===== src/rtl/nh_lcd_bus_arbiter.sv =====
// nh_lcd_bus_arbiter
// Shares the single 8080-style LCD bus between the command path (requester 0,
// "cmd") and the pixel writer (requester 1, "data"). Grants are round-robin on
// ties, with an idle turnaround gap after every release. The bus pins and the
// read-back byte are registered.
//
// Parameters
//   TURNAROUND  idle cycles inserted after each release (0 = none)
//   HOLD_LIMIT  owner cycles tolerated while the other side waits before the
//               sticky overrun flag sets (0 = disabled)
//
// Ports
//   clk, rst                      clock, synchronous active-high reset
//   i_enable                      gates new grants only
//   i_cmd_req / i_data_req        requests, held for the whole transaction
//   o_cmd_gnt / o_data_gnt        registered one-hot grants
//   i_*_cmd_mode, i_*_data_out, i_*_write, i_*_read, i_*_data_out_en
//                                 per-requester bus controls
//   o_cmd_mode, o_data_out, o_write, o_read, o_data_out_en
//                                 registered bus pins
//   i_data_in / o_rd_data         bus read byte, registered to both requesters
//   o_owner                       0 none, 1 cmd, 2 data
//   o_overrun, i_clear_overrun    sticky hold-limit flag and its clear
module nh_lcd_bus_arbiter #(
    parameter int TURNAROUND = 2,
    parameter int HOLD_LIMIT = 4096
) (
    input  logic       clk,
    input  logic       rst,
    input  logic       i_enable,
    input  logic       i_cmd_req,
    input  logic       i_data_req,
    output logic       o_cmd_gnt,
    output logic       o_data_gnt,
    input  logic       i_cmd_cmd_mode,
    input  logic       i_data_cmd_mode,
    input  logic [7:0] i_cmd_data_out,
    input  logic [7:0] i_data_data_out,
    input  logic       i_cmd_write,
    input  logic       i_data_write,
    input  logic       i_cmd_read,
    input  logic       i_data_read,
    input  logic       i_cmd_data_out_en,
    input  logic       i_data_data_out_en,
    output logic       o_cmd_mode,
    output logic       o_write,
    output logic       o_read,
    output logic       o_data_out_en,
    output logic [7:0] o_data_out,
    input  logic [7:0] i_data_in,
    output logic [7:0] o_rd_data,
    output logic [1:0] o_owner,
    output logic       o_overrun,
    input  logic       i_clear_overrun
);

    typedef enum logic [1:0] {
        ST_IDLE,
        ST_OWN_CMD,
        ST_OWN_DATA,
        ST_TURNAROUND
    } state_t;

    localparam logic [15:0] TA_LOAD = 16'(TURNAROUND - 1);
    localparam logic [15:0] HOLD_M1 = 16'(HOLD_LIMIT - 1);

    state_t      state;
    state_t      next_state;
    logic [15:0] ta_cnt;
    logic [15:0] hold_cnt;
    logic        last_owner_data;
    logic        grant;
    logic        hold_inc;
    logic        ovr_set;

    // Next-state decision. Ties in IDLE go to whoever did not own last.
    always_comb begin
        next_state = state;
        case (state)
            ST_IDLE: begin
                if (i_enable) begin
                    if (i_cmd_req && i_data_req)
                        next_state = last_owner_data ? ST_OWN_CMD : ST_OWN_DATA;
                    else if (i_cmd_req)
                        next_state = ST_OWN_CMD;
                    else if (i_data_req)
                        next_state = ST_OWN_DATA;
                end
            end
            ST_OWN_CMD: begin
                if (!i_cmd_req)
                    next_state = (TURNAROUND == 0) ? ST_IDLE : ST_TURNAROUND;
            end
            ST_OWN_DATA: begin
                if (!i_data_req)
                    next_state = (TURNAROUND == 0) ? ST_IDLE : ST_TURNAROUND;
            end
            ST_TURNAROUND: begin
                if (ta_cnt == 16'd0)
                    next_state = ST_IDLE;
            end
            default: next_state = ST_IDLE;
        endcase
    end

    // The overrun flag sets on the cycle the hold count steps onto the limit,
    // so a clear issued while the owner keeps holding is not undone.
    always_comb begin
        grant    = (state == ST_IDLE) && (next_state != ST_IDLE);
        hold_inc = ((state == ST_OWN_CMD) && i_data_req) ||
                   ((state == ST_OWN_DATA) && i_cmd_req);
        ovr_set  = (HOLD_LIMIT != 0) && hold_inc &&
                   (hold_cnt != 16'hFFFF) && (hold_cnt == HOLD_M1);
    end

    // Arbitration state, counters, grant/owner outputs and overrun flag.
    always_ff @(posedge clk) begin
        if (rst) begin
            state           <= ST_IDLE;
            ta_cnt          <= 16'd0;
            hold_cnt        <= 16'd0;
            last_owner_data <= 1'b1;
            o_cmd_gnt       <= 1'b0;
            o_data_gnt      <= 1'b0;
            o_owner         <= 2'd0;
            o_overrun       <= 1'b0;
        end else begin
            state      <= next_state;
            o_cmd_gnt  <= (next_state == ST_OWN_CMD);
            o_data_gnt <= (next_state == ST_OWN_DATA);
            o_owner    <= (next_state == ST_OWN_CMD)  ? 2'd1 :
                          (next_state == ST_OWN_DATA) ? 2'd2 : 2'd0;

            if ((state != ST_TURNAROUND) && (next_state == ST_TURNAROUND))
                ta_cnt <= TA_LOAD;
            else if ((state == ST_TURNAROUND) && (ta_cnt != 16'd0))
                ta_cnt <= ta_cnt - 16'd1;

            if (grant) begin
                last_owner_data <= (next_state == ST_OWN_DATA);
                hold_cnt        <= 16'd0;
            end else if (hold_inc && (hold_cnt != 16'hFFFF)) begin
                hold_cnt <= hold_cnt + 16'd1;
            end

            if (ovr_set)
                o_overrun <= 1'b1;
            else if (i_clear_overrun)
                o_overrun <= 1'b0;
        end
    end

    // Bus pin register: the owner's controls pass through one cycle late;
    // otherwise the bus sits at idle levels.
    always_ff @(posedge clk) begin
        if (rst) begin
            o_cmd_mode    <= 1'b1;
            o_data_out    <= 8'd0;
            o_write       <= 1'b0;
            o_read        <= 1'b0;
            o_data_out_en <= 1'b0;
            o_rd_data     <= 8'd0;
        end else begin
            o_rd_data <= i_data_in;
            case (state)
                ST_OWN_CMD: begin
                    o_cmd_mode    <= i_cmd_cmd_mode;
                    o_data_out    <= i_cmd_data_out;
                    o_write       <= i_cmd_write;
                    o_read        <= i_cmd_read;
                    o_data_out_en <= i_cmd_data_out_en;
                end
                ST_OWN_DATA: begin
                    o_cmd_mode    <= i_data_cmd_mode;
                    o_data_out    <= i_data_data_out;
                    o_write       <= i_data_write;
                    o_read        <= i_data_read;
                    o_data_out_en <= i_data_data_out_en;
                end
                default: begin
                    o_cmd_mode    <= 1'b1;
                    o_data_out    <= 8'd0;
                    o_write       <= 1'b0;
                    o_read        <= 1'b0;
                    o_data_out_en <= 1'b0;
                end
            endcase
        end
    end

endmodule


===== config.mk =====
export PLATFORM = sky130hd
export DESIGN_NAME = nh_lcd_bus_arbiter
export DESIGN_NICKNAME = d
export VERILOG_FILES = /design/src/rtl/nh_lcd_bus_arbiter.sv
export SDC_FILE = /design/constraint.sdc
export NUM_CORES = 1
export LEC_CHECK = 0
export CAP_MARGIN = 20
export CORE_AREA = 2 2 74 76
export DETAILED_ROUTE_END_ITERATION = 8
export DIE_AREA = 0 0 76 78
export PLACE_DENSITY = 0.82
export SKIP_CTS_REPAIR_TIMING = 1
export SYNTH_ARGS = -nofsm -noshare
export SYNTH_HDL_FRONTEND = slang
export SYNTH_SLANG_ARGS = --single-unit

===== constraint.sdc =====
create_clock -name clk -period 6.84 [get_ports clk]
set_clock_uncertainty 0.2 [all_clocks]
set_input_delay 1.368 -clock clk [delete_from_list [all_inputs] [get_ports clk]]
set_output_delay 1.368 -clock clk [all_outputs]
set_load 0.005 [all_outputs]

==> flow_summary.yaml, run 1 <==
outcome:
  status: "complete, no violations"
layout:
  diodes: 0
  fin_nets: 401
  fill_cells: 425
  final_cells: 430
  area_growth_syn_to_layout_pct: 31.2
  fin_area_sq_um: 3430
  drive_gt1_share_pct: 5.56
yosys:
  yosysSeqAreaShare_pct: 45.1
  synthArstFlopShare_pct: 0
  synth_area_sq_um: 2620
  ys_seq_elements: 59
  postSynthAreaPerCell_sq_um: 8.90
  synth_flop_cell: "dfxtp_1"
  synth_area_leaders: "dfxtp_1 (45%), nor2_1 (7.3%), xnor2_1 (5.0%)"
  synth_nets: 339
  synth_edf_count: 0
  synth_area_leader_cell: "dfxtp_1"
  synth_cell_types: 45
  syn_inst: 294
  yosys_warnings: 0
  netlist.area_leader.share_pct: 45.1
pwr:
  p_leak_nw: 1.22
  ir_drop_uv: 239
  power_density_nw_per_um2: 297
place:
  placed_cells: 415
  io_buffers: 62
  placed_cell_area_sq_um: 3270
  gp_congestion: 0.808
  dp_hpwl_um: 3990
timing:
  fin_crit_ns: 3.14
  max-slew-margin-rel_pct: 55.1
  final.setup.tns_ns: 0
  worst_pin_slew_ns: 0.671
  hold_viol: 0
  min_period_over_period_pct: 45.9
  slew_viol_final: 0
  rsz0062_at_grt: "false"
  clock.fmax_mhz: 319
  final-setup-viol-count: 0
drt:
  drt_iter0_markers: 131
  ant_nets: 0
  avgRoutedWirePerCell_um: 13.0
  vias: 2333
  viasPerCell: 5.43
  drtPass1Iterations: 4
  wl_um: 5590
  drc_errors: 0
floorplan:
  io_pins: 63
  fp.dieW_um: 76
  die_h_um: 78
  start_util_pct: 51.9
  die_area_sq_um: 5930
  num_rows: 26
  coreArea_sq_um: 5040
grt:
  grt_max_degree: 18
  grt_pass1_vias: 2145
  grt_pass1_wl_um: 9730
  grt_usage_pct: 20.3
  antenna_found_initial: 0
  overflow: 0
clocking:
  cts_buffer_depth: 2
  cts_tree: "built"
  clock-sinks: 59
  clk_latency_ns: 0.33
  cts_max_level: 3
  cts_buffers: 9
  clk_pin_slew_worst_paths_ns: 0.06
  root_buffer: "clkbuf_8"
setup_path:
  crit_fanout: 6
  r2r_cells: 7
  r2r_slack_ns: 4.16
  path_class: "in2reg"
  regToRegEndpoint: "hold_cnt[8]$_SDFFE_PP0P_"
  crit_arrival_ns: 3.14
  cp_data_required_time_ns: 6.84
  endpoint_kind: "flip-flop"
  timing.rr.start: "state[0]$_SDFF_PP0_"
  start_kind: "input pin"
worst_hold_path:
  min_to: "ta_cnt[4]$_SDFFE_PP0P_"
  hp-start: "ta_cnt[4]$_SDFFE_PP0P_"
  min_path_cells: 2
  hold_path.class: "reg2reg"
run:
  drv_cap: 0
==> cell usage after synthesis, drive strengths merged, types with 2 or more instances <==
| library cell | n |
|---|---|
| nor2b | 11 |
| and2 | 4 |
| mux2i | 2 |
| nor3 | 9 |
| nor2 | 51 |
| nand2b | 3 |
| a211oi | 8 |
| and4 | 2 |
| and3 | 3 |
| o21ai | 3 |
| inv | 9 |
| or4 | 2 |
| nand3 | 8 |
| ha | 7 |
| nor4 | 10 |
| clkbuf | 9 |
| or2 | 2 |
| dfxtp | 59 |
| buf | 3 |
| and4b | 2 |
| a21oi | 13 |
| xor2 | 3 |
| o31ai | 2 |
| xnor2 | 15 |
| nand2 | 12 |
| nand4 | 8 |
| a22oi | 14 |
| a22o | 2 |
| or3 | 6 |
==> flip-flops by register name, indices dropped and copies added, names as in the netlist, 2 cells and up <==
register / count
o_data_out: 8
ta_cnt: 16
hold_cnt: 16
state: 2
o_rd_data: 8
==> layout by cell type, fill, tap and decap left out, drive strengths merged, types with 2 or more instances in the layout <==
| cell | instances |
|---|---|
| clkdlybuf4s50 | 62 |
| nor2 | 51 |
| nand2 | 12 |
| mux2i | 2 |
| and3 | 3 |
| dfxtp | 59 |
| a21oi | 13 |
| nor2b | 11 |
| clkinv | 3 |
| nand3 | 8 |
| o21ai | 3 |
| and4 | 2 |
| nor3 | 9 |
| nor4 | 10 |
| or3 | 6 |
| or2 | 2 |
| clkbuf | 12 |
| nand4 | 8 |
| nand2b | 3 |
| a22oi | 14 |
| a211oi | 8 |
| xnor2 | 15 |
| o31ai | 2 |
| or4 | 2 |
| and4b | 2 |
| a22o | 2 |
| xor2 | 3 |
| and2 | 4 |
| ha | 7 |
| inv | 9 |
==> cell type report <==
type	count	area (sq um)	share of cell area, %
clock buffer	12	145	4.23
clock inverter	3	15.0	0.437
inverter	9	33.8	0.984
multi-input combinational	214	1340	39.1
sequential	59	1180	34.4
tap	70	87.6	2.55
timing repair buffer	63	628	18.3
==> worst max-delay path, stage by stage <==
cell,delay (ns)
clkdlybuf4s50_1,0.52
a22o_1,0.26
nand3_1,0.22
a2111oi_0,0.55
xnor2_1,0.18
nor2_1,0.05
==> metal layers <==
metal  GRT usage, %  vias to the layer above  wire length (um)
li1               -                     1175                 -
met2           32.1                       81              2550
met1           25.6                     1063              2590
met4           9.27                        0               106
met3           6.16                       14               342
met5              0                        -                 0
==> kinds of logic (layout without fill, tap and decap cells) <==
kind of cell	Yosys count	count (layout)	synth area share, %
and+or+nand+nor	136	136	27.3
DFF	59	59	45.1
AOI/OAI and AO/OA	51	51	13.8
buffers and inverters	21	87	3.58
xor gates and xnor gates	18	18	6.02
adders and majority gates	7	7	3.35
muxes	2	2	0.765
==> how the worst max path moves through the flow <==
stage	end	slack [ns]	cells after the start	from
4_1_cts	hold_cnt[8]$_SDFFE_PP0P_	3.73	6	i_cmd_req
3_3_place_gp	hold_cnt[8]$_SDFFE_PP0P_	3.46	6	i_cmd_req
6_report	hold_cnt[8]$_SDFFE_PP0P_	3.70	6	i_cmd_req
2_1_floorplan	ta_cnt[2]$_SDFFE_PP0P_	3.93	6	i_enable
3_5_place_dp	hold_cnt[8]$_SDFFE_PP0P_	3.38	6	i_cmd_req
5_1_grt	hold_cnt[8]$_SDFFE_PP0P_	3.53	6	i_data_req
==> power breakdown <==
part           switching, W  internal (W)  total (W)
logic              0.000194      0.000164   0.000358
registers         0.0000212      0.000379   0.000400
clock network      0.000125      0.000137   0.000263
total              0.000340      0.000680    0.00102
==> stage by stage <==
stage                     power [W]  worst slack (ns)  utilization (%)  hold WS (ns)
final                       0.00102              3.70             68.1         0.283
after global routing        0.00108              3.53             68.1         0.312
after CTS                   0.00103              3.73             68.1         0.284
after detailed placement   0.000762              3.38             64.9         0.275
after global placement     0.000754              3.46             64.9         0.266
after floorplan            0.000647              3.93                -         0.252
Note: power is estimated with default switching activity, not from simulation.
==> run 2, diff against run 1 <==
--- a/config.mk
+++ b/config.mk
@@ -6,10 +6,10 @@
 export NUM_CORES = 1
 export LEC_CHECK = 0
 export CAP_MARGIN = 20
-export CORE_AREA = 2 2 74 76
+export CORE_AREA = 2 2 77 79
 export DETAILED_ROUTE_END_ITERATION = 8
-export DIE_AREA = 0 0 76 78
-export PLACE_DENSITY = 0.82
+export DIE_AREA = 0 0 79 81
+export PLACE_DENSITY = 0.77
 export SKIP_CTS_REPAIR_TIMING = 1
 export SYNTH_ARGS = -nofsm -noshare
 export SYNTH_HDL_FRONTEND = slang
==> constraint.sdc (replaced) <==
create_clock -name clk -period 3.2 [get_ports clk]
set_clock_uncertainty 0.2 [all_clocks]
set_input_delay 0.64 -clock clk [delete_from_list [all_inputs] [get_ports clk]]
set_output_delay 0.64 -clock clk [all_outputs]
set_load 0.005 [all_outputs]
==> flow_summary.yaml, run 2 (synthesized netlist as in run 1, its figures left out) <==
outcome:
  status: "complete, no violations"
grt:
  grt_pass1_vias: 2099
  grt_usage_pct: 18.9
  grt_pass1_wl_um: 9490
  use_met1_pct: 21.9
  antenna_found_initial: 0
  top_usage_layer: "met2"
  grt_util_met2_pct: 31.1
  overflow: 0
  grtUsageMet3_pct: 7.22
  grt_max_degree: 18
timing:
  hold_slack_ns: 0.288
  final.setup.tns_ns: 0
  worst_slack_ns: 0.461
  hold_viol: 0
  rsz0062_at_grt: "false"
  final-setup-viol-count: 0
  max-slew-margin-rel_pct: 56.3
  fin_crit_ns: 2.74
  slew_viol_final: 0
  worst_pin_slew_ns: 0.649
  min_period_over_period_pct: 85.6
  clock.fmax_mhz: 365
clocking:
  cts_tree: "built"
  clk_latency_ns: 0.34
  clock-sinks: 59
  root_buffer: "clkbuf_8"
  cts_buffers: 9
  cts_max_level: 3
  clk_pin_slew_worst_paths_ns: 0.07
  cts_buffer_depth: 2
place:
  dp_slack_ns: 0.482
  io_buffers: 62
  dp_hpwl_um: 3930
  gp_congestion: 0.864
pwr:
  ir_drop_uv: 333
  p_switching_w: 0.000767
  power.share.sequential_pct: 34.9
  power_density_nw_per_um2: 692
  swShare_pct: 31.4
  pwr-share-clk_pct: 33.6
  power_w: 0.00244
  p_leak_nw: 1.26
  combPwrFrac_pct: 31.5
  internal-power_w: 0.00168
layout:
  top_regs: "hold_cnt: 16 flops, ta_cnt: 16 flops"
  fin_nets: 402
  final_common_cell: "clkdlybuf4s50_1"
  area_growth_syn_to_layout_pct: 34.8
  drive_gt1_share_pct: 6.63
  fill_cells: 490
  layout_common_cells: "clkdlybuf4s50_1 (62), dfxtp_1 (59), nor2_1 (51), xnor2_1 (15), a22oi_1 (14)"
  diodes: 0
floorplan:
  io_pins: 63
  coreArea_sq_um: 5680
  die_h_um: 81
  die_area_sq_um: 6400
  start_util_pct: 46.1
  fp.dieW_um: 79
  num_rows: 28
run:
  drv_cap: 0
setup_path:
  cp_data_required_time_ns: 3.21
  crit_fanout: 17
  crit_start: "state[0]$_SDFF_PP0_"
  crit_arrival_ns: 2.75
  regToRegEndpoint: "hold_cnt[8]$_SDFFE_PP0P_"
  endpoint_kind: "flip-flop"
  r2r_cells: 7
  start_kind: "flip-flop"
  timing.rr.start: "state[0]$_SDFF_PP0_"
  r2r_slack_ns: 0.46
  crit_end: "hold_cnt[8]$_SDFFE_PP0P_"
  path_class: "reg2reg"
drt:
  drtPass1Iterations: 4
  drt_iter0_markers: 122
  wl_um: 5580
  viasPerCell: 5.30
  avgRoutedWirePerCell_um: 12.8
  vias: 2316
  drc_errors: 0
  ant_nets: 0
worst_hold_path:
  hold_path.class: "reg2reg"
run 2: metal layers:
layer | vias up | share of wire [%]
li1 | 1174 | -
met1 | 1058 | 44
met2 | 70 | 48
met3 | 14 | 6.3
met4 | 0 | 1.7
met5 | - | 0
run 2: area by class of cell:
class	count	area [sq um]	share of cell area (%)
clock inverter	7	116	3.30
tap	75	93.8	2.66
clock buffer	9	124	3.51
timing repair buffer	64	636	18.0
multi-input combinational	214	1340	38.1
sequential	59	1180	33.5
inverter	9	33.8	0.958
run 2: power by group through the flow:
stage          clock network, W  registers (W)  logic [W]
2_1_floorplan                 0       0.000866   0.000518
3_3_place_gp                  0       0.000866   0.000754
3_5_place_dp                  0       0.000867   0.000766
4_1_cts                0.000837       0.000852   0.000770
5_1_grt                0.000873       0.000859   0.000852
6_report               0.000822       0.000852   0.000769
run 2: through the flow:
| step | cell area [sq um] | util, % | std cells |
|---|---|---|---|
| after floorplan | 2620 | - | 294 |
| after global placement | 3290 | 57.9 | 421 |
| after detailed placement | 3290 | 57.9 | 421 |
| after CTS | 3530 | 62.1 | 437 |
| after global routing | 3530 | 62.1 | 437 |
| final | 3530 | 62.1 | 437 |
run 2: worst min-delay path by stage:
stage                                           end                 startpoint  slack [ns]  cells past startpoint
after floorplan           hold_cnt[11]$_SDFFE_PP0P_  hold_cnt[11]$_SDFFE_PP0P_        0.25                      1
after global placement       ta_cnt[4]$_SDFFE_PP0P_     ta_cnt[4]$_SDFFE_PP0P_        0.27                      2
after detailed placement     ta_cnt[9]$_SDFFE_PP0P_     ta_cnt[9]$_SDFFE_PP0P_        0.27                      2
after CTS                    ta_cnt[9]$_SDFFE_PP0P_     ta_cnt[9]$_SDFFE_PP0P_        0.29                      2
after global routing         ta_cnt[4]$_SDFFE_PP0P_     ta_cnt[4]$_SDFFE_PP0P_        0.31                      2
final                        ta_cnt[9]$_SDFFE_PP0P_     ta_cnt[9]$_SDFFE_PP0P_        0.29                      2
run 2: critical path, cell delays in order (launching register included):
cell and delay (ns):
dfxtp_1 0.36, inv_1 0.13, ha_1 0.58, a22o_1 0.35, nand3_1 0.22, a2111oi_0 0.54
xnor2_1 0.18, nor2_1 0.05
==> run 3, diff against run 2 <==
--- a/config.mk
+++ b/config.mk
@@ -5,11 +5,14 @@
 export SDC_FILE = /design/constraint.sdc
 export NUM_CORES = 1
 export LEC_CHECK = 0
+export ABC_CLOCK_PERIOD_IN_PS = 3200
 export CAP_MARGIN = 20
-export CORE_AREA = 2 2 77 79
+export CELL_PAD_IN_SITES_DETAIL_PLACEMENT = 0
+export CELL_PAD_IN_SITES_GLOBAL_PLACEMENT = 1
+export CORE_AREA = 2 2 88 90
 export DETAILED_ROUTE_END_ITERATION = 8
-export DIE_AREA = 0 0 79 81
-export PLACE_DENSITY = 0.77
+export DIE_AREA = 0 0 90 92
+export PLACE_DENSITY_LB_ADDON = 0.1
 export SKIP_CTS_REPAIR_TIMING = 1
 export SYNTH_ARGS = -nofsm -noshare
 export SYNTH_HDL_FRONTEND = slang
==> flow_summary.yaml, run 3 (synthesized netlist as in run 1, its figures left out) <==
outcome:
  status: "complete, no violations"
timing:
  worst_slack_ns: 0.746
  worst_pin_slew_ns: 0.692
  fin_crit_ns: 2.45
  final.setup.tns_ns: 0
  slew_viol_final: 0
  rsz0062_at_grt: "false"
  hold_viol: 0
  min_period_over_period_pct: 76.7
  clock.fmax_mhz: 408
  max-slew-margin-rel_pct: 53.7
  final-setup-viol-count: 0
clocking:
  clock-sinks: 59
  cts_buffer_depth: 2
  root_buffer: "clkbuf_8"
  cts_tree: "built"
  clk_pin_slew_worst_paths_ns: 0.07
  cts_max_level: 3
  clk_latency_ns: 0.34
  cts_buffers: 9
grt:
  overflow: 0
  antenna_found_initial: 0
  grt_pass1_wl_um: 9890
  grt_pass1_vias: 2173
  grt_usage_pct: 14.6
  grt_max_degree: 17
place:
  placed_cell_area_sq_um: 3340
  dp_slack_ns: 0.441
  dp_hpwl_um: 4220
  gp_congestion: 0.730
  io_buffers: 62
layout:
  final_common_cell: "clkdlybuf4s50_1"
  fin_area_sq_um: 3610
  area_growth_syn_to_layout_pct: 37.9
  drive_gt1_share_pct: 7.14
  top_regs: "hold_cnt: 16 flops, ta_cnt: 16 flops"
  fin_nets: 404
  regArea_sq_um: 1180
  layout_common_cells: "clkdlybuf4s50_1 (62), dfxtp_1 (59), nor2_1 (51), xnor2_1 (15), a22oi_1 (14)"
  fill_cells: 739
  multi_input_area_sq_um: 1340
  diodes: 0
drt:
  drc_errors: 0
  viasPerCell: 4.78
  wl_um: 5780
  ant_nets: 0
  avgRoutedWirePerCell_um: 12.4
  vias: 2227
  drtPass1Iterations: 4
  drt_iter0_markers: 53
setup_path:
  path_class: "reg2reg"
  start_kind: "flip-flop"
  crit_arrival_ns: 2.51
  cp_data_required_time_ns: 3.25
  endpoint_kind: "flip-flop"
  r2r_slack_ns: 0.75
  crit_fanout: 15
floorplan:
  die_area_sq_um: 8280
  start_util_pct: 35.1
  coreArea_sq_um: 7450
  fp.dieW_um: 90
  die_h_um: 92
  io_pins: 63
  num_rows: 32
worst_hold_path:
  hold_path.class: "reg2reg"
pwr:
  p_leak_nw: 1.28
  power_density_nw_per_um2: 711
  ir_drop_uv: 353
run:
  drv_cap: 0
[run 3: worst max-delay path, stage by stage (launching register included)]
cell and delay [ns]:
dfxtp_1 0.36, or4_4 0.58, nor4_4 0.46, and4b_4 0.31, o41ai_2 0.07, buf_4 0.21
a211oi_1 0.18
[run 3: power breakdown]
group	switching [W]	internal, W	total, W
Combinational	0.000424	0.000364	0.000788
Clock	0.000306	0.000619	0.000925
Sequential	0.0000439	0.000809	0.000852
[run 3: metal layers]
layer  track usage, %  vias to the layer above  part of all wire (%)  wire (um)
li1                 -                     1180                     -          -
met1             18.3                     1003                    47       2740
met2             23.5                       37                    47       2710
met3             4.52                        7                   4.9        281
met4             6.15                        0                  0.80         46
met5                0                        -                     0          0
[run 3: layout make-up]
class | count | area share (%)
Multi-Input combinational cell | 214 | 37.2
Timing Repair Buffer | 66 | 18.0
Clock inverter | 6 | 3.78
Inverter | 9 | 0.936
Sequential cell | 59 | 32.7
Tap cell | 102 | 3.54
Clock buffer | 10 | 3.81
[run 3: worst paths after layout]
path                                 from                endpoint  depth (start not counted)
setup / recovery  ta_cnt[10]$_SDFFE_PP0P_  ta_cnt[1]$_SDFFE_PP0P_                          6
hold / removal     ta_cnt[9]$_SDFFE_PP0P_  ta_cnt[9]$_SDFFE_PP0P_                          2
setup reg to reg  ta_cnt[10]$_SDFFE_PP0P_  ta_cnt[1]$_SDFFE_PP0P_                          6
hold reg to reg    ta_cnt[9]$_SDFFE_PP0P_  ta_cnt[9]$_SDFFE_PP0P_                          2
[run 3: metrics by stage]
step	utilization (%)	cells	hold slack (ns)	power, W
after floorplan	-	294	0.252	0.00138
after global placement	44.8	450	0.271	0.00167
after detailed placement	44.8	450	0.281	0.00166
after CTS	48.5	466	0.291	0.00259
after global routing	48.5	466	0.311	0.00270
final	48.5	466	0.288	0.00256
